--- config.mk ---
export PLATFORM = sky130hd
export DESIGN_NAME = simd_mult_issue_ctrl
export DESIGN_NICKNAME = d
export VERILOG_FILES = /design/src/rtl/simd_mult_issue_ctrl.sv
export SDC_FILE = /design/constraint.sdc
export NUM_CORES = 1
export LEC_CHECK = 0
export CORE_AREA = 2 2 119 144
export CTS_CLUSTER_DIAMETER = 100
export DETAILED_ROUTE_END_ITERATION = 12
export DIE_AREA = 0 0 121 146
export PLACE_DENSITY = 0.79
export SETUP_SLACK_MARGIN = 0.4
export SYNTH_ARGS = -nofsm -noshare
export SYNTH_HDL_FRONTEND = slang
export SYNTH_SLANG_ARGS = --single-unit
--- constraint.sdc ---
create_clock -name clock_i -period 5.2 [get_ports clock_i]
set_input_delay 1.04 -clock clock_i [delete_from_list [all_inputs] [get_ports clock_i]]
set_output_delay 1.04 -clock clock_i [all_outputs]
set_load 0.05 [all_outputs]
--- src/rtl/simd_mult_issue_ctrl.sv ---
// simd_mult_issue_ctrl
//   Packs a stream of 10x9-bit unsigned operand pairs two at a time onto a
//   two-lane SIMD multiplier, then unpacks the lane products back into a
//   single in-order result stream.
//
//   Ports
//     clock_i, reset_i            clock, async active-high reset
//     in_valid_i/in_ready_o       operand handshake, in_a_i (10b), in_b_i (9b)
//     flush_i                     issue a held lane-0 operand on its own
//     mul_a0_o..mul_b1_o          lane operands to the DSP, mul_issue_o strobe
//     mul_z0_i, mul_z1_i          lane products, LATENCY cycles after issue
//     out_valid_o/out_ready_i     result handshake, out_z_o (19b)
//
//   Issue is gated by a credit count (buffered + in-flight pairs), so the
//   result FIFO can never overflow and products are never dropped.
module simd_mult_issue_ctrl #(
  parameter int LATENCY    = 2,
  parameter int FIFO_DEPTH = 4
) (
  input  logic        clock_i,
  input  logic        reset_i,
  input  logic        in_valid_i,
  output logic        in_ready_o,
  input  logic [9:0]  in_a_i,
  input  logic [8:0]  in_b_i,
  input  logic        flush_i,
  output logic [9:0]  mul_a0_o,
  output logic [8:0]  mul_b0_o,
  output logic [9:0]  mul_a1_o,
  output logic [8:0]  mul_b1_o,
  output logic        mul_issue_o,
  input  logic [18:0] mul_z0_i,
  input  logic [18:0] mul_z1_i,
  output logic        out_valid_o,
  input  logic        out_ready_i,
  output logic [18:0] out_z_o
);
  localparam int AW = $clog2(FIFO_DEPTH);
  localparam int CW = AW + 1;
  localparam logic [CW-1:0] DEPTH = CW'(FIFO_DEPTH);

  typedef enum logic {EMPTY, HALF} pair_t;
  typedef enum logic {LANE0, LANE1} lane_t;

  pair_t pstate;
  lane_t ustate;

  logic [9:0]          hold_a;
  logic [8:0]          hold_b;
  logic [CW-1:0]       credit;
  logic [CW-1:0]       occ;
  logic [AW-1:0]       wr_ptr, rd_ptr;
  // stage k is high during cycle t+k of an issue at cycle t
  logic [LATENCY-1:0]  vld_pipe, sgl_pipe;

  logic [18:0]          fifo_z0 [FIFO_DEPTH];
  logic [18:0]          fifo_z1 [FIFO_DEPTH];
  logic [FIFO_DEPTH-1:0] fifo_sgl;

  logic has_credit, accept, issue_pair, issue_single, issue;
  logic push, hs, pop;

  always_comb begin
    has_credit   = credit < DEPTH;
    in_ready_o   = (pstate == EMPTY) || has_credit;
    accept       = in_valid_i && in_ready_o;
    issue_pair   = (pstate == HALF) && accept;
    // a new operand takes priority over flush; flush is only sampled, never stored
    issue_single = (pstate == HALF) && flush_i && !in_valid_i && has_credit;
    issue        = issue_pair || issue_single;
    push         = vld_pipe[LATENCY-1];
    out_valid_o  = occ != '0;
    hs           = out_valid_o && out_ready_i;
    // a single pair pops on its lane-0 handshake, a full pair on lane 1
    pop          = hs && ((ustate == LANE1) || fifo_sgl[rd_ptr]);
    out_z_o      = '0;
    if (out_valid_o)
      out_z_o = (ustate == LANE0) ? fifo_z0[rd_ptr] : fifo_z1[rd_ptr];
  end

  assign mul_issue_o = vld_pipe[0];

  // pairing FSM and registered lane operands
  always_ff @(posedge clock_i or posedge reset_i) begin
    if (reset_i) begin
      pstate   <= EMPTY;
      hold_a   <= '0;
      hold_b   <= '0;
      mul_a0_o <= '0;
      mul_b0_o <= '0;
      mul_a1_o <= '0;
      mul_b1_o <= '0;
    end else begin
      case (pstate)
        EMPTY: if (accept) begin
          hold_a <= in_a_i;
          hold_b <= in_b_i;
          pstate <= HALF;
        end
        HALF: if (issue_pair) begin
          mul_a0_o <= hold_a;
          mul_b0_o <= hold_b;
          mul_a1_o <= in_a_i;
          mul_b1_o <= in_b_i;
          pstate   <= EMPTY;
        end else if (issue_single) begin
          mul_a0_o <= hold_a;
          mul_b0_o <= hold_b;
          mul_a1_o <= '0;
          mul_b1_o <= '0;
          pstate   <= EMPTY;
        end
        default: pstate <= EMPTY;
      endcase
    end
  end

  // valid / single-tag pipeline tracking the DSP latency
  always_ff @(posedge clock_i or posedge reset_i) begin
    if (reset_i) begin
      vld_pipe <= '0;
      sgl_pipe <= '0;
    end else begin
      vld_pipe[0] <= issue;
      sgl_pipe[0] <= issue_single;
      for (int k = 1; k < LATENCY; k++) begin
        vld_pipe[k] <= vld_pipe[k-1];
        sgl_pipe[k] <= sgl_pipe[k-1];
      end
    end
  end

  // credit = buffered + in-flight pairs; issue and pop may cancel out
  always_ff @(posedge clock_i or posedge reset_i) begin
    if (reset_i) credit <= '0;
    else         credit <= credit + CW'(issue) - CW'(pop);
  end

  // result FIFO control
  always_ff @(posedge clock_i or posedge reset_i) begin
    if (reset_i) begin
      wr_ptr   <= '0;
      rd_ptr   <= '0;
      occ      <= '0;
      fifo_sgl <= '0;
    end else begin
      occ <= occ + CW'(push) - CW'(pop);
      if (push) begin
        wr_ptr           <= wr_ptr + AW'(1);
        fifo_sgl[wr_ptr] <= sgl_pipe[LATENCY-1];
      end
      if (pop) rd_ptr <= rd_ptr + AW'(1);
    end
  end

  // product storage needs no reset: reads are gated by occupancy
  always_ff @(posedge clock_i) begin
    if (push) begin
      fifo_z0[wr_ptr] <= mul_z0_i;
      fifo_z1[wr_ptr] <= mul_z1_i;
    end
  end

  // unpack FSM
  always_ff @(posedge clock_i or posedge reset_i) begin
    if (reset_i) ustate <= LANE0;
    else if (hs) begin
      case (ustate)
        LANE0:   if (!fifo_sgl[rd_ptr]) ustate <= LANE1;
        LANE1:   ustate <= LANE0;
        default: ustate <= LANE0;
      endcase
    end
  end

endmodule

; Word level (Yosys, flattened, before mapping)
; Memories as Yosys holds them, arrays and structs flattened.
; Index checks and enable logic that the tools add are counted.
[classes]
add_sub_neg = 6
n_lt_le_gt_ge = 4
mux = 23
bitwise_logic = 2
reduce_logical = 16
[op_table]
columns = cell, n
row1 = 2-to-1 mux 10 bit, 4
row2 = 2-to-1 mux 19 bit, 2
row3 = 2-to-1 mux 9 bit, 4
row4 = logical AND 1 bit, 8
row5 = 2-to-1 mux 1 bit, 8
row6 = adder 3 x 1 -> 3 bit, 2
row7 = "less-than comparator 2 x 3 -> 1 bit, second input constant", 2
row8 = subtractor 3 x 1 -> 3 bit, 2
row9 = "adder 2 x 1 -> 2 bit, second input constant", 2
row10 = bitwise mux 4 bit, 1
row11 = one-hot mux 1 bit (2 select lines), 2
row12 = AND reduction 2 bit, 2
row13 = logical OR 1 bit, 3
row14 = "less-than comparator 3 bit, second input constant", 1
row15 = nonzero test 3 bit, 1
row16 = binary-select mux 1 bit (select 2 bit), 1
row17 = demux 1 bit (select 2 bit), 1
row18 = ">= comparator 2 x 1 -> 1 bit, second input constant", 1
row19 = inverter 1 bit, 2
row20 = nonzero test 2 bit, 1
row21 = logical NOT 1 bit, 1
[totals]
reg_bits = 77
ram_bits = 152
inputBits = 62
output_inout_bits = 60
elab_cells = 68
n_memories = 2
[mem_list]
columns = memory, depth, width, rd, rd_clocked_by_memory_dff, write_ports, line_no
row1 = fifo_z0, 4, 19, 1, 0, 1, 56  ; logic [18:0] fifo_z0 [FIFO_DEPTH];
row2 = fifo_z1, 4, 19, 1, 0, 1, 57  ; logic [18:0] fifo_z1 [FIFO_DEPTH];

; Depth between registers and ports, before layout
; Gate-level depths: netlist of run 1.
[logic_depth]
depth_word = 7
depth_mapped = 12
depth_no_buf = 10

; Least setup slack after synthesis of run 1
; No wires, ideal clock.
[synth_path]
path_type = input-to-reg
from = input port flush_i
to = register credit[2]
setup_ps = 123
arrival_ps = 2680
t_required_ps = 5077
setup_slack_ps = 2398
stages = 9
path_buffers = 1
path_cell_list = o21ai_1 > clkbuf_1 > ha_1 > inv_1 > ha_1 > inv_1 > fa_1 > xnor2_1 > xnor2_1
[synth_via]
elab_chain_cells = 6
[synth_rtl]
columns = element, line_no
row1 = "start, declared", 26  ; input logic flush_i,
row2 = logical AND 1 bit (3 in a row), 69  ; issue_single = (pstate == HALF) && flush_i && !in_valid_i && has_credit;
row3 = logical OR 1 bit, 70  ; issue = issue_pair || issue_single;
row4 = adder 3 x 1 -> 3 bit, 136  ; else credit <= credit + CW'(issue) - CW'(pop);
row5 = subtractor 3 x 1 -> 3 bit, 136
row6 = "end signal, assigned", 136
row7 = "end, declared", 50  ; logic [CW-1:0] credit;
; Every way passes these cells.
; A chain may end at the register's enable or synchronous reset.

; Worst setup path after layout of run 1
[layout_path]
from = register rd_ptr[0]
to = output port out_z_o[7]
[layout_via]
elab_chain_cells = 3
word_cells_on_any_way = 4
classes_between = 2 x mux / 2 x memory
[layout_rtl]
columns = element, line_no
row1 = "start, declared", 52  ; logic [AW-1:0] wr_ptr, rd_ptr;
row2 = "start signal, assigned", 152  ; if (pop) rd_ptr <= rd_ptr + AW'(1);
row3 = memory (4 x 19 bit) (on tied branches), --
row4 = 2-to-1 mux 19 bit *, 78  ; out_z_o = (ustate == LANE0) ? fifo_z0[rd_ptr] : fifo_z1[rd_ptr];
row5 = 2-to-1 mux 19 bit *, 77  ; if (out_valid_o)
row6 = "end, declared", 36  ; output logic [18:0] out_z_o
; Every way passes the cells marked *; elsewhere a longest branch is shown, timed or not.

==> parameters.txt, run 1 <==
Parameter                              Value

Outcome
  Run status ... finished, final reports clean

Die
  Initial core utilization ... 54.2%
  Die Footprint ... 17700 sq um
  Count of standard-cell rows ... 51
  Std-Cell Core Area ... 16100 sq um
  Number of primary I/O pins ... 122
  Die span in y ... 146 um
  Horiz. Die Dim ... 121 um

GRT
  Via count of the first global-routing pass ... 4790
  Number of antenna violations at the first check in global routing ... 0
  GRT Overall Usage ... 19.0%
  Global-route wire length before repair ... 26000 um
  Gr ovfl total ... 0
  Pin count of the biggest net entering global routing ... 44

Layout
  Filler-free cell count of the finished design ... 779
  Share of cells above drive strength 1 ... 24.0%
  Core utilization of the finished layout ... 67.2%
  Layout area overhead ... 24.1%
  Nets@finish ... 624
  Inserted Diodes ... 0

Yosys
  Async set-reset flop share out of synthesis ... 33.6%
  Post-synth net total ... 497
  Portion of synthesized cell area occupied by the leading cell type ... 52.2%
  Sequential fraction of the synthesis area ... 74.2%
  Synth warn ... 0
  Per-instance average area after synthesis ... 20.6 sq um
  Post-synth EDFFs ... 152
  Main synth FF type ... edfxtp_1
  Cells after Synth ... 425
  Flop and latch count out of synthesis ... 229
  Count of unique library cells instantiated by Yosys ... 35
  Synthesized cell area ... 8750 sq um
  Most frequently used cell type in the post-synthesis netlist ... edfxtp_1
  Largest cells by area after synthesis ... edfxtp_1 (52%), dfrtp_1 (22%), mux4_2 (9.8%), mux2_2 (5.5%), a22o_1 (3.0%)
  Cell type with the largest total area after synthesis ... edfxtp_1
  Synth top cells by count ... edfxtp_1 (152), dfrtp_1 (77), mux2_2 (43), mux4_2 (38), a22o_1 (30)

Routing
  Drt first pass iters ... 4
  Detailed-route vias per instance ... 5.61
  # DRC ... 0
  Post-detailed-route wirelength per cell ... 21.1 um
  Remaining number of nets flagged by the antenna check after routing ... 0
  DRC marker count from the first detailed-route iteration ... 259
  Total Routed Length ... 16400 um
  Routed vias ... 4368

Clock network
  Number of hold buffers added after CTS ... 0
  CTS tree ... yes
  Clock slew at reported path FFs ... 0.06 ns
  Number of buffers between clock root and the deepest sink ... 3
  CTS sink count ... 229
  CTS Root Buffer Type ... clkbuf_16
  CTS buffer count ... 22
  Post-CTS Setup Bufs ... 0
  Clock H-tree levels ... 1
  Source-to-sink clock delay at the later pin of the worst-skew pair ... 0.50 ns
  Post_cts resized ... 0

Power and ir drop
  LEAKAGE ... 3.97 nW
  Power density over cell area ... 684 nW/um^2
  Peak ir drop on the vdd network ... 413 uV

Timing
  Period Utilization, post-route ... 83.3%
  Shortest period the worst path allows ... 4.33 ns
  Max Clk Rate ... 0.231 GHz
  Final slew viol count ... 0
  Final setup skew ... 0.00737 ns
  TNS Setup ... 0 ns
  Measured slew at the worst slew-check pin ... 1.09 ns
  Max-slew headroom at the worst pin ... 27.2%
  Unrepaired setup endpoints after global routing ... no
  Final setup vio count ... 0
  Number of failing hold endpoints at the final stage ... 0

Critical path
  Worst path required time ... 4.16 ns
  Worst Path Class, Setup ... flip-flop to output port
  Startpoint class of the critical path ... flip-flop
  Setup slack on the worst flop-to-flop path ... 1.93 ns
  Critical path endpoint category ... output port
  Worst EP arrival ... 3.29 ns
  Top fanout value on the critical path ... 27

Flow run
  Max-cap check violation count ... 0

Place
  Post-DP HPWL ... 10000 um
  Number of buffer cells added on primary ports ... 121
  Placer's final routability congestion estimate ... 0.706
  Total placed cells including tap cells ... 740

Hold path
  Class of the tightest hold or removal check ... flip-flop to flip-flop
[path summary, 6_finish.rpt]
path | start | end | cells past startpoint
max reg2reg | rd_ptr[1] | credit[2] | 10
min | sgl_pipe[0] | sgl_pipe[1] | 0
max in group asynchronous | reset_i | mul_a1_o[1] | 3
min reg2reg | sgl_pipe[0] | sgl_pipe[1] | 0
max | rd_ptr[0] | out_z_o[7] | 4
min in group asynchronous | reset_i | mul_b0_o[1] | 2
[sequential cells by signal, summed over array words and instances, names as in the netlist]
signal,count
fifo_z0,76
wr_ptr,2
hold_a,10
hold_b,9
pstate,1
ustate,1
mul_b1_o,9
mul_b0_o,9
mul_a1_o,10
sgl_pipe,2
rd_ptr,2
fifo_sgl,4
fifo_z1,76
vld_pipe,2
occ,3
mul_a0_o,10
credit,3
[cell type report]
| class | instances | area, sq um |
|---|---|---|
| Multi-Input combinational cell | 162 | 2080 |
| Tap cell | 212 | 265 |
| Fill cell | 1049 | 5290 |
| Clock buffer | 28 | 594 |
| Sequential cell | 229 | 6490 |
| Clock inverter | 11 | 135 |
| Inverter | 12 | 45.0 |
| Timing Repair Buffer | 125 | 1240 |
[cell families after synthesis]
| group | synth area share (%) |
|---|---|
| AOI/OAI and AO/OA | 4.71 |
| xor gates and xnor gates | 0.601 |
| adders and majority gates | 1.60 |
| buffers and inverters | 2.22 |
| DFF | 74.2 |
| muxes | 15.4 |
| and+or+nand+nor | 1.22 |
[critical path: stages (launching register included)]
cell	delay (ns)
dfrtp_2	0.95
buf_4	0.35
mux4_2	0.53
a22o_2	0.27
clkdlybuf4s50_1	0.69
[cells in the final DEF (no fill, tap or decap), types with 5 or more instances in the layout]
cell and instances:
edfxtp_1 152, clkdlybuf4s50_1 121, dfrtp_1 75, mux2_2 43, mux4_2 38, a22o_1 30, clkbuf_16 23, inv_1 11
a22o_2 8, ha_1 8, xnor2_1 5, clkbuf_1 5
[stage by stage]
stage	hold slack [ns]	power [mW]	setup slack, ns	area (sq um)
finish	0.351	7.42	0.868	10900
global route	0.369	7.76	0.642	10900
CTS	0.356	7.52	0.763	10900
detailed placement	0.338	5.89	1.30	10100
global placement	0.335	5.78	1.34	10100
floorplan	0.331	4.97	2.19	8750
[where the power goes]
group,leakage [nW],internal [mW],switching [mW]
Clock,0.351,0.959,0.640
Sequential,2.32,2.44,0.335
Combinational,1.30,1.29,1.77
Total,3.97,4.68,2.74
[per-layer routing]
metal  vias to the layer above  wire length, um  track usage [%]
li1                       1934                -                -
met1                      2249             6350             23.8
met2                       159             8380             32.1
met3                        26             1380             5.25
met4                         0              327             6.16
met5                         -                0                0
Power figures use the tool's default switching activity.
==> run 2: changes to the inputs <==
Settings changed: CORE_AREA 2 2 119 144 to 2 2 125 152, DIE_AREA 0 0 121 146 to 0 0 127 154, PLACE_DENSITY 0.79 to 0.75.
Clock period 5.2 ns to 3.7 ns, I/O delays scaled along.
==> run 2 against run 1 <==
Cell count is 2.8% higher. Total power is 40% higher. Critical path depth is 1 higher. Non-clock buffer count is 9 higher.
==> parameters.txt, run 2 (synthesis results as in run 1) <==
Parameter                              Value

Place
  Number of buffer cells added on primary ports ... 121 (unchanged)
  Placer's final routability congestion estimate ... 0.720 (+2.0%)
  Total placed cells including tap cells ... 758 (+2.4%)
  Post-DP HPWL ... 10300 um (+3.1%)
  Placed standard-cell area ... 10200 sq um (+0.94%)

Critical path
  Crit path cell chain ... buf_4 > buf_12 > mux4_2 > a22o_2 > dlygate4sd2_1
  Worst path required time ... 2.96 ns (-1.20 ns)
  Startpoint class of the critical path ... flip-flop
  Worst EP arrival ... 2.48 ns (-0.81 ns)
  Critical path endpoint category ... output port
  Slowest cell on crit path ... mux4_2
  Largest stage delay on the critical path ... 0.50 ns (-0.45 ns)
  Top fanout value on the critical path ... 13 (-52%)
  Worst Path Class, Setup ... flip-flop to output port

Clock network
  Source-to-sink clock delay at the later pin of the worst-skew pair ... 0.50 ns (about the same)
  CTS tree ... yes
  Clock slew at reported path FFs ... 0.06 ns (about the same)
  CTS buffer count ... 22 (unchanged)
  CTS Root Buffer Type ... clkbuf_16
  Clock H-tree levels ... 1 (unchanged)
  Number of buffers between clock root and the deepest sink ... 3 (unchanged)
  Number of hold buffers added after CTS ... 0 (unchanged)
  CTS sink count ... 229 (unchanged)

GRT
  Global-route wire length before repair ... 26800 um (+2.9%)
  Gr ovfl total ... 0 (unchanged)
  Pin count of the biggest net entering global routing ... 45 (+2.3%)
  Via count of the first global-routing pass ... 4990 (+4.2%)
  Number of antenna violations at the first check in global routing ... 0 (unchanged)
  GRT Overall Usage ... 17.3% (-1.7 points)

Die
  Die Footprint ... 19600 sq um (+11%)
  Initial core utilization ... 48.7% (-5.5 points)
  Std-Cell Core Area ... 18000 sq um (+11%)
  Count of standard-cell rows ... 54 (+5.9%)
  Number of primary I/O pins ... 122 (unchanged)
  Die span in y ... 154 um (+5.5%)
  Horiz. Die Dim ... 127 um (+5.0%)

Timing
  Shortest period the worst path allows ... 3.22 ns
  Max Clk Rate ... 0.310 GHz
  Period Utilization, post-route ... 87.1%
  Final setup vio count ... 0 (unchanged)
  Unrepaired setup endpoints after global routing ... no
  Number of failing hold endpoints at the final stage ... 0 (unchanged)
  Max-slew headroom at the worst pin ... 30.4% (+3.2 points)
  Final slew viol count ... 0 (unchanged)
  TNS Setup ... 0 ns (unchanged)
  Measured slew at the worst slew-check pin ... 1.04 ns (-0.0431 ns)
  Final setup skew ... 0.00888 ns (+0.00151 ns)

Layout
  Multi-input logic area ... 2080 sq um (-0.12%)
  # fillers ... 1273 (+21%)
  Registers with the most flip-flops ... fifo_z0 x76, fifo_z1 x76
  Inserted Diodes ... 0 (unchanged)
  Share of cells above drive strength 1 ... 26.0% (+2.0 points)
  Layout area overhead ... 25.4%
  Highest-count cells in the layout ignoring fill and taps ... edfxtp_1 (152), clkdlybuf4s50_1 (102), dfrtp_1 (75)
  Filler-free cell count of the finished design ... 801 (+2.8%)
  Area used by sequential logic in the layout ... 6500 sq um (about the same)
  Most common library cell in the layout ignoring fill and taps ... edfxtp_1
  Post-route cell area ... 11000 sq um (+1.0%)
  Nets@finish ... 633 (+1.4%)

Routing
  Detailed-route vias per instance ... 5.52 (-1.5%)
  Routed vias ... 4424 (+1.3%)
  DRC marker count from the first detailed-route iteration ... 301 (+16%)
  Total Routed Length ... 16600 um (+0.85%)
  Remaining number of nets flagged by the antenna check after routing ... 0 (unchanged)
  Drt first pass iters ... 4 (unchanged)
  # DRC ... 0 (unchanged)
  Post-detailed-route wirelength per cell ... 20.7 um (-1.9%)

Hold path
  Class of the tightest hold or removal check ... flip-flop to flip-flop

Outcome
  Run status ... finished, final reports clean

Power and ir drop
  Final Total Pwr ... 10.4 mW (+40%)
  Power density over cell area ... 948 nW/um^2 (+39%)
  Peak ir drop on the vdd network ... 653 uV (+58%)
  LEAKAGE ... 4.08 nW (+2.7%)

Flow run
  Max-cap check violation count ... 0 (unchanged)
==> run 2: worst max-delay path, delay by kind of cell (launching register included) <==
family                 cells  cell delay, ns
buffers and inverters      3            0.76
muxes                      1            0.50
DFF                        1            0.45
AOI/OAI and AO/OA          1            0.26
==> run 2: worst paths after layout <==
check / depth (start not counted) / slack [ns] / from / endpoint
setup / recovery: 5 / 0.48 / rd_ptr[0] / out_z_o[0]
hold / removal: 0 / 0.35 / sgl_pipe[0] / sgl_pipe[1]
setup reg to reg: 10 / 1.00 / rd_ptr[1] / credit[2]
hold reg to reg: 0 / 0.35 / sgl_pipe[0] / sgl_pipe[1]
max in group asynchronous: 4 / 2.14 / reset_i / mul_b0_o[2]
min in group asynchronous: 3 / 0.70 / reset_i / mul_a0_o[3]
==> run 2: per-stage QoR <==
| step | hold WS [ns] | utilization [%] | worst slack (ns) |
|---|---|---|---|
| after floorplan | 0.331 | - | 0.993 |
| after detailed placement | 0.337 | 56.9 | 0.449 |
| final | 0.349 | 61.0 | 0.476 |
| after global routing | 0.363 | 61.0 | 0.403 |
| after CTS | 0.352 | 61.1 | 0.420 |
| after global placement | 0.333 | 56.9 | 0.468 |
==> run 2: cell type report <==
cell class                 instances  area share, %
tap                              224           2.56
inverter                          12          0.411
clock buffer                      32           5.84
multi-input combinational        162           18.9
clock inverter                     8          0.833
timing repair buffer             134           12.2
sequential                       229           59.3
==> run 2: routing by layer <==
metal	track usage [%]	wire length, um	up-vias
li1	-	-	1950
met1	22.2	6800	2315
met2	29.8	8400	132
met3	4.45	1070	27
met4	4.45	298	0
met5	0	0	-
==> run 2: power breakdown <==
| part | leakage, nW | total [mW] | switching [mW] | internal (mW) |
|---|---|---|---|---|
| registers | 2.32 | 3.79 | 0.358 | 3.43 |
| logic | 1.40 | 4.35 | 2.59 | 1.76 |
| clock network | 0.357 | 2.25 | 0.910 | 1.34 |
| total | 4.08 | 10.4 | 3.86 | 6.53 |
==> run 2: what timing repair did <==
action	CTS	global route
gates cloned	0	0
gates resized for setup	21	8
setup endpoints to repair	19	4
buffers inserted	3	0
